## src/rtl/perf_pkg.sv

```systemverilog
// rtl/perf_pkg.sv - shared types and helpers for the performance counter bank
package perf_pkg;

  typedef enum logic [1:0] {
    RUN    = 2'd0,
    FROZEN = 2'd1,
    DUMP   = 2'd2
  } state_t;

  // Width of a dump index covering every event channel plus the cycle counter.
  function automatic int idx_w(input int num_evt);
    return $clog2(num_evt + 1);
  endfunction

endpackage

```

## src/rtl/perf_ctr.sv

```systemverilog
// rtl/perf_ctr.sv - single event counter with saturate/wrap mode and sticky overflow
module perf_ctr #(
  parameter int CNT_W = 32,
  parameter bit SAT   = 1'b1
) (
  input  logic             clk,
  input  logic             rst,
  input  logic             clr,
  input  logic             inc,
  output logic [CNT_W-1:0] count,
  output logic             ovf
);

  // Count on inc; an increment from all-ones flags overflow and then holds or wraps.
  always_ff @(posedge clk) begin
    if (!rst) begin
      count <= '0;
      ovf   <= 1'b0;
    end else if (clr) begin
      count <= '0;
      ovf   <= 1'b0;
    end else if (inc) begin
      if (&count) begin
        ovf   <= 1'b1;
        count <= SAT ? {CNT_W{1'b1}} : {CNT_W{1'b0}};
      end else begin
        count <= count + 1'b1;
      end
    end
  end

endmodule

```

## src/rtl/perf_counter_bank.sv

```systemverilog
// rtl/perf_counter_bank.sv - event/cycle counter bank frozen on halt and dumped over valid/ready
module perf_counter_bank
  import perf_pkg::*;
#(
  parameter int NUM_EVT = 8,
  parameter int CNT_W   = 32,
  parameter bit SAT     = 1'b1,
  localparam int IDX_W  = idx_w(NUM_EVT)
) (
  input  logic               clk,
  input  logic               rst,
  input  logic               en,
  input  logic [NUM_EVT-1:0] evt,
  input  logic               halt,
  input  logic               clr,
  input  logic               dump_start,
  output logic               out_valid,
  input  logic               out_ready,
  output logic [IDX_W-1:0]   out_idx,
  output logic [CNT_W-1:0]   out_data,
  output logic               out_ovf,
  output logic               frozen,
  output logic               dump_done
);

  localparam logic [IDX_W-1:0] LAST_IDX = IDX_W'(NUM_EVT);

  state_t             state;
  logic               cnt_en;
  logic [NUM_EVT:0]   inc;
  logic [CNT_W-1:0]   cnt [NUM_EVT+1];
  logic [NUM_EVT:0]   ovf;
  logic [IDX_W-1:0]   nxt_idx;

  // Counting only happens in RUN; the halt cycle itself is still counted.
  assign cnt_en  = (state == RUN) && en;
  assign inc     = {cnt_en, evt & {NUM_EVT{cnt_en}}};
  assign nxt_idx = out_idx + 1'b1;

  // One counter per event channel, the last entry is the cycle counter.
  for (genvar i = 0; i <= NUM_EVT; i++) begin : g_ctr
    perf_ctr #(
      .CNT_W (CNT_W),
      .SAT   (SAT)
    ) u_ctr (
      .clk   (clk),
      .rst   (rst),
      .clr   (clr),
      .inc   (inc[i]),
      .count (cnt[i]),
      .ovf   (ovf[i])
    );
  end

  // Bank FSM; out_idx doubles as the dump index and every output is registered.
  always_ff @(posedge clk) begin
    if (!rst) begin
      state     <= RUN;
      out_valid <= 1'b0;
      out_idx   <= '0;
      out_data  <= '0;
      out_ovf   <= 1'b0;
      frozen    <= 1'b0;
      dump_done <= 1'b0;
    end else if (clr) begin
      state     <= RUN;
      out_valid <= 1'b0;
      out_idx   <= '0;
      out_data  <= '0;
      out_ovf   <= 1'b0;
      frozen    <= 1'b0;
      dump_done <= 1'b0;
    end else begin
      dump_done <= 1'b0;
      case (state)
        RUN: begin
          if (halt) begin
            state  <= FROZEN;
            frozen <= 1'b1;
          end
        end
        FROZEN: begin
          if (dump_start) begin
            state     <= DUMP;
            out_valid <= 1'b1;
            out_idx   <= '0;
            out_data  <= cnt[0];
            out_ovf   <= ovf[0];
          end
        end
        DUMP: begin
          if (out_ready) begin
            if (out_idx == LAST_IDX) begin
              state     <= FROZEN;
              out_valid <= 1'b0;
              dump_done <= 1'b1;
            end else begin
              out_idx  <= nxt_idx;
              out_data <= cnt[nxt_idx];
              out_ovf  <= ovf[nxt_idx];
            end
          end
        end
        default: begin
          state     <= RUN;
          out_valid <= 1'b0;
          frozen    <= 1'b0;
        end
      endcase
    end
  end

endmodule

```

## config.mk

```make
export PLATFORM = sky130hd
export DESIGN_NAME = perf_counter_bank
export DESIGN_NICKNAME = d
export VERILOG_FILES = /design/src/rtl/perf_pkg.sv /design/src/rtl/perf_ctr.sv /design/src/rtl/perf_counter_bank.sv
export SDC_FILE = /design/constraint.sdc
export NUM_CORES = 1
export LEC_CHECK = 0
export CORE_ASPECT_RATIO = 1.1
export CORE_MARGIN = 5
export CORE_UTILIZATION = 38
export CTS_CLUSTER_SIZE = 20
export DETAILED_ROUTE_END_ITERATION = 6
export SYNTH_ARGS = -nofsm -noshare
export SYNTH_HDL_FRONTEND = slang
export SYNTH_SLANG_ARGS = --single-unit
```

## constraint.sdc

```tcl
create_clock -name clk -period 3.3 [get_ports clk]
set_clock_uncertainty 0.15 [all_clocks]
set_input_delay 0.825 -clock clk [delete_from_list [all_inputs] [get_ports clk]]
set_output_delay 0.825 -clock clk [all_outputs]
set_load 0.1 [all_outputs]
```

==> results.yml <==
run_status:
  status: "finished, final reports clean"
setup_path:
  endpoint_kind: "flop"
  slowest_delay_ns: 0.74
  worstSetupStartpointType: "flop"
  r2r_cells: 6
  cp.required_ns: 3.59
  r2r_slack_ns: 0.26
  critPathMaxFanout: 19
  r2r_start: "out_idx[1]"
  rr_endpoint: "out_data[29]"
  arrival_ns: 3.33
  crit_start: "out_idx[1]"
  crit_slowest_cell: "nor2_1"
  critical_path.cell_chain: "ha_1 -> xor2_4 -> nor2_1 -> a22oi_1 -> nand4_1 -> a21oi_1"
  crit_type: "flop to flop"
  crit_end: "out_data[29]"
routing:
  drc_errors: 0
  via_per_inst: 5.991
  drtAntennaViolNets: 0
  vias: 17210
  met3_length_um: 3903
  firstDrtPassIters: 5
  wl_met1_um: 25970
  dr.max_layer_used: "met4"
  wire_per_inst_um: 21.96
  drt_iter0_markers: 1630
  dr_wl_met2_um: 30360
  wl_um: 63090
yosys:
  synth_seq_area_share_pct: 37.16
  yosys.area.top_type_share_pct: 37.16
  syn-instance-count: 2174
  ys_types: 67
  ys_top_cells_by_area: "dfxtp_1 37%, a21oi_1 6.8%, xnor2_1 5.6%"
  yosysTopAreaCell: "dfxtp_1"
  yosysWarnings: 0
  ys_ff_latch: 339
  synth-edff-count: 0
  syn_nets: 2204
  avgSynthCellArea_sq_um: 8.401
  synthArstFlopShare_pct: 0
  synth_area_sq_um: 18260
  synthFlopType: "dfxtp_1"
floorplanning:
  initial_core_util_pct: 38.28
  top_level_ports: 55
  num_rows: 84
  die_area_sq_um: 52550
  core_area_sq_um: 47720
  die_y_um: 239.9
  dieWidth_um: 219.0
layout:
  layout_commonest_cell: "dfxtp_1"
  stdcell_area_sq_um: 20950
  finalNonFillerCells: 2873
  nets: 2234
  multiInputGateArea_sq_um: 10650
  areaGrowthSynthToFinish_pct: 14.69
  n_antenna_cell: 0
  layout-drive-gt1-share_pct: 11.04
  layout_common_cells: "338 x dfxtp_1, 249 x a21oi_1, 205 x nand2_1"
  fillers: 4799
  register_area_sq_um: 6788
timing:
  finalSetupViolCount: 0
  slew_headroom_pct: 40.19
  post-route-period-util_pct: 92.17
  setup-tns-final_ns: 0
  slew_viol_final: 0
  fmax_mhz: 328.8
  rsz0062_at_grt: "no"
  min_period_ns: 3.042
  tightest_slew_ns: 0.8939
  hold_violations: 0
place:
  dp_cells: 2808
  dpl_cell_area_sq_um: 19740
  gp_congestion: 1.108
  io_buffer_count: 54
  dp_hpwl_um: 46590
clocking:
  cts_hold_buf: 0
  clk_pin_slew_ns: 0.06
  cts.repair.resized: 0
  post-cts-setup-buffer-count: 0
  cts_num_sinks: 339
  cts_tree: "done"
  cts_root_buf: "clkbuf_16"
  cts_buffers: 39
  h-tree-depth: 2
  clk_path_buf_depth: 3
  clk_latency_ns: 0.57
grt:
  grt_pass1_vias: 15910
  grt_remaining_overflow: 0
  grt_antenna_before_repair: 1
  track_usage_pct: 23.29
  grt_pass1_wl_um: 95980
  grt_max_degree: 66
power:
  leakagePower_nw: 6.634
  ir_drop_uv: 342.5
  power.density_nw_per_um2: 418.9
  power.total_mw: 8.774
hold_path:
  hold_class: "flop to flop"
flow_run:
  max-cap-violations: 0
[kinds of logic after synthesis]
| group | Yosys count | share of synthesized area (%) |
|---|---|---|
| AO/OA/AOI/OAI | 471 | 15.59 |
| adder cells (fa/ha/maj) | 15 | 1.028 |
| flip-flops | 339 | 37.16 |
| buffers and inverters | 221 | 4.898 |
| XOR/XNOR | 209 | 10.02 |
| AND/OR/NAND/NOR | 843 | 24.54 |
| multiplexers | 76 | 6.768 |
[Yosys cell counts, types with 3 or more instances]
cell and count:
buf_6 3, a2111oi_0 18, a21oi_1 249, and4_1 44
o21a_1 3, nor2b_1 9, nand4_2 4, nand2b_1 3
clkbuf_1 112, xnor2_1 116, o211a_1 5, buf_2 31
nor2_1 122, nand2_1 205, or2_2 3, ha_1 15
a22oi_1 13, mux2i_1 38, xor2_1 93, and2_1 14
a221oi_1 32, and3_1 62, o21ai_0 49, a211oi_1 17
nand4b_1 3, nor4_1 42, or4_1 10, o211ai_1 21
nand4_1 103, a311oi_1 11, a31oi_1 42, mux4_2 38
nor3_1 75, nand3_1 107, or4_4 3, a41oi_1 3
dfxtp_1 339, inv_1 71, or3_1 11
[per-layer routing]
layer / vias to the layer above / global-route usage (%)
met2: 581 / 38.95
li1: 8067 / -
met1: 8431 / 29.88
met3: 133 / 4.168
met4: 0 / 9.402
met5: - / 0
[worst min path at each step]
stage	from	endpoint	slack (ns)	depth (start not counted)
2_1_floorplan	g_ctr[3].u_ctr.ovf	g_ctr[3].u_ctr.ovf	0.27	2
3_3_place_gp	g_ctr[2].u_ctr.ovf	g_ctr[2].u_ctr.ovf	0.28	2
3_5_place_dp	g_ctr[2].u_ctr.ovf	g_ctr[2].u_ctr.ovf	0.29	2
4_1_cts	g_ctr[2].u_ctr.ovf	g_ctr[2].u_ctr.ovf	0.30	2
5_1_grt	g_ctr[6].u_ctr.ovf	g_ctr[6].u_ctr.ovf	0.32	2
6_report	g_ctr[2].u_ctr.ovf	g_ctr[2].u_ctr.ovf	0.30	2
[critical path: cells and delay by family, from the launching register on]
kind                     cells  cell delay [ns]
AND/OR/NAND/NOR              2             0.99
adder cells (fa/ha/maj)      1             0.48
flip-flops                   1             0.52
AO/OA/AOI/OAI                2             0.53
XOR/XNOR                     1             0.24
[report_power, final]
| part | leakage (nW) | total (mW) | switching, mW | internal, mW |
|---|---|---|---|---|
| Combinational | 3.31 | 0.429 | 0.308 | 0.122 |
| Sequential | 2.73 | 4.14 | 0.0269 | 4.12 |
| Clock | 0.593 | 4.20 | 1.75 | 2.45 |
| Total | 6.63 | 8.77 | 2.09 | 6.69 |
[layout make-up]
| cell class | count | area share [%] |
|---|---|---|
| Clock buffer | 58 | 5.442 |
| Clock inverter | 7 | 0.2867 |
| Inverter | 72 | 1.290 |
| Multi-Input combinational cell | 1614 | 50.83 |
| Sequential cell | 339 | 32.41 |
| Tap cell | 645 | 3.853 |
| Timing Repair Buffer | 138 | 5.890 |
[per-stage QoR]
step	hold slack [ns]	setup WS, ns	utilization, %
floorplan	0.2723	0.06481	-
global placement	0.2805	0.03034	41.37
detailed placement	0.2893	0.01324	41.37
CTS	0.2983	0.3300	43.89
global route	0.3215	0.08158	43.90
finish	0.2963	0.2583	43.90
[flip-flops by register name, summed over array words and instances, names as in the netlist]
signal,cells
g_ctr.u_ctr.count,288
out_data,32
g_ctr.u_ctr.ovf,9
out_idx,4
state,2
dump_done,1
frozen,1
out_ovf,1
out_valid,1
Power figures use the tool's default switching activity.
